**config.mk**
```make
export PLATFORM = sky130hd
export DESIGN_NAME = disp_scan
export DESIGN_NICKNAME = d
export VERILOG_FILES = /design/src/rtl/disp_scan_pkg.sv /design/src/rtl/disp_scan_seg7_decode.sv /design/src/rtl/disp_scan.sv
export SDC_FILE = /design/constraint.sdc
export NUM_CORES = 1
export LEC_CHECK = 0
export BUFFER_PORTS_ARGS = -buffer_cell sky130_fd_sc_hd__buf_4
export CORE_MARGIN = 4
export CORE_UTILIZATION = 39
export DETAILED_ROUTE_END_ITERATION = 6
export PLACE_DENSITY = 0.61
export SYNTH_ARGS = -nofsm -noshare
export SYNTH_HDL_FRONTEND = slang
export SYNTH_SLANG_ARGS = --single-unit
export TNS_END_PERCENT = 30
```
**constraint.sdc**
```tcl
create_clock -name clk_50Mhz -period 4.1 [get_ports clk_50Mhz]
set_input_delay 0.615 -clock clk_50Mhz [delete_from_list [all_inputs] [get_ports clk_50Mhz]]
set_output_delay 0.615 -clock clk_50Mhz [all_outputs]
set_load 0.02 [all_outputs]
```
**src/rtl/disp_scan_pkg.sv**
```systemverilog
// Shared constants for the 6-digit 7-segment scanner: glyphs, dp placement, FSM states.
package disp_pkg;

    localparam int NUM_DIGITS = 6;

    // Active-high glyphs, bit order g..a.
    localparam logic [6:0] SEG_0    = 7'h3F;
    localparam logic [6:0] SEG_1    = 7'h06;
    localparam logic [6:0] SEG_2    = 7'h5B;
    localparam logic [6:0] SEG_3    = 7'h4F;
    localparam logic [6:0] SEG_4    = 7'h66;
    localparam logic [6:0] SEG_5    = 7'h6D;
    localparam logic [6:0] SEG_6    = 7'h7D;
    localparam logic [6:0] SEG_7    = 7'h07;
    localparam logic [6:0] SEG_8    = 7'h7F;
    localparam logic [6:0] SEG_9    = 7'h6F;
    localparam logic [6:0] SEG_DASH = 7'h40;
    localparam logic [6:0] SEG_OFF  = 7'h00;

    // Separators after minutes (digit 4) and after seconds (digit 2).
    localparam logic [NUM_DIGITS-1:0] DP_MASK = 6'b010100;

    typedef enum logic {BLANK, SHOW} scan_state_t;

endpackage

```
**src/rtl/disp_scan_seg7_decode.sv**
```systemverilog
// Combinational BCD nibble to active-high 7-segment glyph; non-decimal nibbles show a dash.
module seg7_decode
    import disp_pkg::*;
(
    input  logic [3:0] bcd,
    output logic [6:0] glyph
);

    always_comb begin
        // NOTE: the default arm covers every unlisted (and X) value, so no latch is inferred.
        unique case (bcd)
            4'd0:    glyph = SEG_0;
            4'd1:    glyph = SEG_1;
            4'd2:    glyph = SEG_2;
            4'd3:    glyph = SEG_3;
            4'd4:    glyph = SEG_4;
            4'd5:    glyph = SEG_5;
            4'd6:    glyph = SEG_6;
            4'd7:    glyph = SEG_7;
            4'd8:    glyph = SEG_8;
            4'd9:    glyph = SEG_9;
            default: glyph = SEG_DASH;
        endcase
    end

endmodule

```
**src/rtl/disp_scan.sv**
```systemverilog
// Time-multiplexed 6-digit 7-segment scanner with per-frame snapshot and inter-slot blanking.
// Optional leading-zero blanking of the minute digits when DISP_SCAN_LZB_EN is defined.
module disp_scan
    import disp_pkg::*;
#(
    parameter int CLK_HZ         = 50000000,
    parameter int SCAN_HZ        = 1000,
    parameter int BLANK_CYC      = 500,
    parameter int SEG_ACTIVE_LOW = 1,
    parameter int SEL_ACTIVE_LOW = 1
) (
    input  logic        clk_50Mhz,
    input  logic        rst,
    input  logic [23:0] dispbuf,
    output logic [7:0]  seg,
    output logic [5:0]  sel,
    output logic        frame_tick
);

    localparam int DIV   = CLK_HZ / SCAN_HZ;
    localparam int CNT_W = (DIV > 1) ? $clog2(DIV) : 1;

    localparam logic [7:0] SEG_IDLE = (SEG_ACTIVE_LOW != 0) ? 8'hFF : 8'h00;
    localparam logic [5:0] SEL_IDLE = (SEL_ACTIVE_LOW != 0) ? 6'h3F : 6'h00;

    generate
        if (DIV < 4) begin : g_bad_div
            $error("disp_scan: CLK_HZ/SCAN_HZ must be at least 4");
        end
        if (BLANK_CYC < 1 || BLANK_CYC >= DIV) begin : g_bad_blank
            $error("disp_scan: BLANK_CYC must satisfy 1 <= BLANK_CYC < DIV");
        end
    endgenerate

    logic [CNT_W-1:0] cnt;
    logic [2:0]       idx;
    logic [23:0]      snap;
    scan_state_t      state;

    logic       slot_end;
    logic       frame_start;
    logic [3:0] cur_digit;
    logic [6:0] glyph;
    logic       lzb_blank;
    logic       lit;
    logic [7:0] seg_hi;
    logic [5:0] sel_hi;
    logic [7:0] seg_nxt;
    logic [5:0] sel_nxt;

    assign slot_end    = (cnt == CNT_W'(DIV - 1));
    assign frame_start = (cnt == '0) && (idx == 3'd0);
    assign cur_digit   = snap[{idx, 2'b00} +: 4];

    seg7_decode u_decode (
        .bcd   (cur_digit),
        .glyph (glyph)
    );

`ifdef DISP_SCAN_LZB_EN
    // Digit 4 blanks only when digit 5 is also zero, so "05:xx" keeps its leading 5.
    assign lzb_blank = ((idx == 3'd5) && (snap[23:20] == 4'd0)) ||
                       ((idx == 3'd4) && (snap[23:16] == 8'd0));
`else
    assign lzb_blank = 1'b0;
`endif

    always_comb begin
        lit     = (state == SHOW) && !lzb_blank;
        seg_hi  = lit ? {DP_MASK[idx], glyph} : {1'b0, SEG_OFF};
        sel_hi  = lit ? (6'd1 << idx) : 6'd0;
        seg_nxt = (SEG_ACTIVE_LOW != 0) ? ~seg_hi : seg_hi;
        sel_nxt = (SEL_ACTIVE_LOW != 0) ? ~sel_hi : sel_hi;
    end

    // state tracks the current cnt (BLANK below BLANK_CYC); pins follow one cycle later.
    always_ff @(posedge clk_50Mhz) begin
        // NOTE: non-blocking assignments keep every register sampling pre-edge values.
        if (rst) begin
            cnt        <= '0;
            idx        <= 3'd0;
            state      <= BLANK;
            snap       <= 24'h0;
            frame_tick <= 1'b0;
            sel        <= SEL_IDLE;
            seg        <= SEG_IDLE;
        end else begin
            frame_tick <= frame_start;
            if (frame_start) begin
                snap <= dispbuf;
            end

            if (slot_end) begin
                cnt   <= '0;
                idx   <= (idx == 3'(NUM_DIGITS - 1)) ? 3'd0 : idx + 3'd1;
                state <= BLANK;
            end else begin
                cnt <= cnt + 1'b1;
                if (cnt == CNT_W'(BLANK_CYC - 1)) begin
                    state <= SHOW;
                end
            end

            sel <= sel_nxt;
            seg <= seg_nxt;
        end
    end

endmodule

```
# After elaboration in Yosys (flattened, before gate mapping)
# Memory sizes are Yosys's and may differ from the RTL's. A register that Yosys moved wholly into a read port is not among the register bits.
# Cells that the tools add are included.
# op_classes
add_sub_neg	2
n_lt_le_gt_ge	1
n_eq_ne	3
shifts	2
n_mux	6
bitwise	2
n_reduce_logical	4
# ops
op	n
$shiftx A24 B6 Y4	1
$add A16 B1 Y16 const B	1
$eq A16 B16 Y1 const B	1
$eq A16 B9 Y1 const B	1
$logic_not A16 Y1	1
$mux W3	3
$mux W8	1
$not A8 Y8	1
$mux W6	1
$not A6 Y6	1
$shl A1 B3 Y6 const A	1
$lt A3 B4 Y1 const B	1
$add A3 B1 Y3 const B	1
$eq A3 B3 Y1 const B	1
$logic_not A3 Y1	1
$reduce_or A2 Y1	1
$logic_and A1 B1 Y1	1
$mux W1	1
# word_totals
ff_bits	59
rom_bits	120
in_bits	26
wordCells	29
mem_count	2
# memory_table
name	words	word_bits	rd	rd_ports_with_merged_regs	write_ports	line_no	rtl
(no name shown)	16	7	1	0	0	disp_scan_seg7_decode.sv:11	unique case (bcd)
(no name shown)	8	1	1	1	0	disp_scan.sv:70	seg_hi = lit ? {DP_MASK[idx], glyph} : {1'b0, SEG_OFF};

# Depth between registers and ports, before layout
# depth
word_depth	4
mapped_depth	9
depth_no_buf	8

# Modules after synthesis
# Synthesis repeated with hierarchy kept, for this count alone.
# hier_totals
cells_unflattened	308
area_unflattened_um2	2840.2
# by_module_without_submodules
mod	instances	cells_each	area_per_inst_um2	seq_area_each_um2
disp_scan	1	279	2612.5	1201.2
seg7_decode	1	29	227.7	0.0

# Worst setup path after synthesis
# OpenSTA, ideal clock, no wires.
# synth_timing
kind	flip-flop to flip-flop
start	register idx[0]
end	register seg[0]
setup_time_ps	128
t_arrival_ps	1916
required_ps	3972
setup_slack_ps	2056
stages_incl_launch_ff	9
n_path_buf	1
synth_period_minus_slack_ps	2044
path_cell_list	dfxtp_1 -> buf_6 -> mux4_1 -> a21oi_1 -> inv_1 -> ha_1 -> nor3_1 -> a21o_1 -> a22oi_1
# synth_via
elab_chain_cells	4
# synth_rtl
element	line_no	rtl
start, declared	disp_scan.sv:36	logic [2:0] idx;
start signal, assigned	disp_scan.sv:95	idx <= (idx == 3'(NUM_DIGITS - 1)) ? 3'd0 : idx + 3'd1;
$shiftx A24 B6 Y4	disp_scan.sv:53	assign cur_digit = snap[{idx, 2'b00} +: 4];
$mem_v2 Z16 W7	n/a	
$mux W8	disp_scan.sv:70	
$not A8 Y8	disp_scan.sv:72	seg_nxt = (SEG_ACTIVE_LOW != 0) ? ~seg_hi : seg_hi;
end signal, assigned	disp_scan.sv:105	seg <= seg_nxt;
end, declared	disp_scan.sv:15	output logic [7:0] seg,
# Every way passes these cells.
# A chain may end at the register's enable or synchronous reset.

# Final worst setup path
# layout_timing
start	register idx[0]
end	register seg[3]
# The elaborated chain is that of the path after synthesis.

==> impl_results.md <==
- Post-CTS setup buffer count: 0
- DP Area: 3110 um2
- Post_cts resized: 0
- Finished Layout Cells: 443
- CP Launch Type: register
- Post-synth top area cell: dfxtp_1
- Clock power frac: 45.3%
- Internal: 1.10 mW
- CP Cell Sequence: mux4_1 -> a21oi_1 -> inv_1 -> ha_1 -> nor3_1 -> a21o_1 -> a32oi_1
- Endpoints failing hold: 0
- LEAKAGE: 1.26 nW
- Die height: 92.8 um
- Sequential element share of the synthesized area: 42.9%
- Fin nets: 377
- Post-synth top flop: dfxtp_1
- Initial antenna violation count: 0
- Status: finished, final reports clean
- Yosys cell types: 48
- Sw frac: 23.8%
- Number of synthesized flops with an enable pin: 0
- # diodes: 0
- Mapped Avg Cell Area: 9.10 um2
- Clk root buf: clkbuf_8
- First drt pass iteration count: 4
- DP HPWL: 3.79 mm
- Maxcap violations: 0
- GP Congestion: 0.759
- Final ANT Viol Nets: 0
- Mapped Nets: 343
- Sw power: 0.343 mW
- Worst EP arrival: 2.87 ns
- CP Max Fanout: 20
- Highest clock rate: 374 MHz
- CP endpoint kind: register
- Iteration-0 DRC Markers: 110
- Cell Area, Synth: 2800 um2
- Fillers: 669
- Total power: 1.44 mW
- Gr usage total: 13.8%
- Critical path required time: 4.29 ns
- Deepest clock path buffer count: 2
- Area grow syn2layout: 19.8%
- Slowest cell delay on critical path: 0.81 ns
- Multi-input logic area: 1440 um2
- Post-synthesis instance total: 308
- WL per Instance: 12.3 um
- TritonCTS clock tree: yes
- Num rows: 30
- FF+latch count, synth: 60
- Critical-path top delay cell: dfxtp_1
- Input/output buffers: 40
- Combinational power share: 11.3%
- Top-count cell post-synth: dfxtp_1
- CTS Sinks: 60
- Min-delay worst type: register to register
- Post-placement cell count: 427
- Ports: 41
- Die area: 8600 um2
- RSZ-0062 raised after global routing: no
- Largest net degree at the start of global routing: 34
- Final period util: 65.2%
- Reg clk slew, reported paths: 0.07 ns
- Initial cell density of the core: 40.8%
- Synth cell count leaders: 60 x dfxtp_1, 38 x nand2_1, 34 x nor2_1
- Max H-tree Level: 3
- Maximum vdd drop: 0.187 mV
- Final Max Slew Viols: 0
- PwrDens: 430 nW/um2
- Reg area: 1200 um2
- Slew margin rel.: 30.9%
- DRC viols: 0
- Finished Cell Area: 3360 um2
- Crit Path Class: register to register
- Asr flop ratio synth: 0%
- Remaining global-route overflow: 0
- Number of vias per cell: 4.79
- Final setup fails: 0
- Worst clock skew: 0.0110 ns
- Largest cells by area after synthesis: dfxtp_1 43%, a21oi_2 6.3%, nand2_1 5.1%
- Hold_buf cts: 0
- DR vias: 2,123
- Power share of the sequential group: 43.4%
- Cts bufs inserted: 9
- Number of global-route vias before repair: 1,985
- Die Span X: 92.8 um
- Min cycle time layout: 2.67 ns
- Final wirelength: 5.43 mm
- TNS Setup: 0 ns
- First-pass GRT wire length: 9.30 mm
- Core area: 6870 um2
- Share of layout cells above drive strength 1: 30.3%
- Yosys warnings: 0
- Post-synth top area share: 42.9%
- Worst Tran Pin Value: 1.03 ns
- Clock latency on the worst-skew pair: 0.34 ns
==> final timing paths <==
kind	start	endpoint	slack, ns	cells after the start
worst max-delay path	idx[0]	seg[3]	1.43	7
worst min-delay path	register	seg[7]	0.36	1
worst max register to register	idx[0]	seg[3]	1.43	7
worst min register to register	register	seg[7]	0.36	1
==> placed cells by master (no fill, tap or decap), types with 4 or more instances in the layout <==
master	count
nand2b_1	4
a21oi_1	11
and3_1	6
a21oi_2	20
buf_4	41
nand3_1	11
mux2i_1	9
inv_1	9
dfxtp_1	60
nand2_1	38
ha_1	9
clkbuf_8	10
xor2_1	4
xnor2_1	10
nor3_1	5
nor2_1	34
nand2_2	20
==> cell families (layout without fill, tap and decap cells) <==
logic type / count (synthesis) / after routing / share of synthesized area [%]
flip-flops: 60 / 60 / 42.9
buffers and inverters: 27 / 66 / 5.58
AO/OA/AOI/OAI: 46 / 46 / 12.6
XOR/XNOR: 14 / 14 / 4.38
adder cells (fa/ha/maj): 9 / 9 / 4.02
AND/OR/NAND/NOR: 139 / 139 / 24.7
multiplexers: 13 / 13 / 5.90
==> area by class of cell <==
class | instances | share of cell area [%]
clock buffers | 10 | 4.10
clock inverters | 6 | 3.32
inverters | 9 | 1.01
multi-input cells | 221 | 43.0
flip-flops and latches | 60 | 35.8
well taps | 96 | 3.58
repair buffers | 41 | 9.17
==> registers in the layout, indices dropped and copies added, names as in the netlist, named ones only <==
name and count:
idx 3, seg 8, frame_tick 1, lit 1
sel 6, snap 24, cnt 16
==> power groups by stage <==
stage / registers, mW / clock network (mW) / logic [mW]
detailed placement: 0.639 / 0 / 0.164
floorplan: 0.633 / 0 / 0.134
CTS: 0.626 / 0.665 / 0.165
global placement: 0.640 / 0 / 0.162
finish: 0.626 / 0.653 / 0.163
global route: 0.628 / 0.697 / 0.183
==> stage by stage <==
step	hold slack (ns)	worst slack [ns]	util, %
5_1_grt	0.400	1.23	48.9
3_5_place_dp	0.349	1.47	45.2
6_report	0.362	1.43	48.9
3_3_place_gp	0.351	1.56	45.2
2_1_floorplan	0.343	2.06	-
4_1_cts	0.363	1.44	48.9
==> per-layer routing <==
| metal | GRT usage (%) | share of wire [%] | routed length [um] |
|---|---|---|---|
| met3 | 3.57 | 5.5 | 301 |
| met5 | 0 | 0 | 0 |
| met2 | 18.6 | 42 | 2260 |
| met1 | 19.4 | 50 | 2720 |
| met4 | 8.55 | 2.7 | 146 |
==> worst max-delay path: cells and delay by family, from the launching register on <==
family,cells,cell delay [ns]
AO/OA/AOI/OAI,3,0.54
flip-flops,1,0.81
adder cells (fa/ha/maj),1,0.20
buffers and inverters,1,0.14
multiplexers,1,0.64
AND/OR/NAND/NOR,1,0.19
Note: power is estimated with default switching activity, not from simulation.
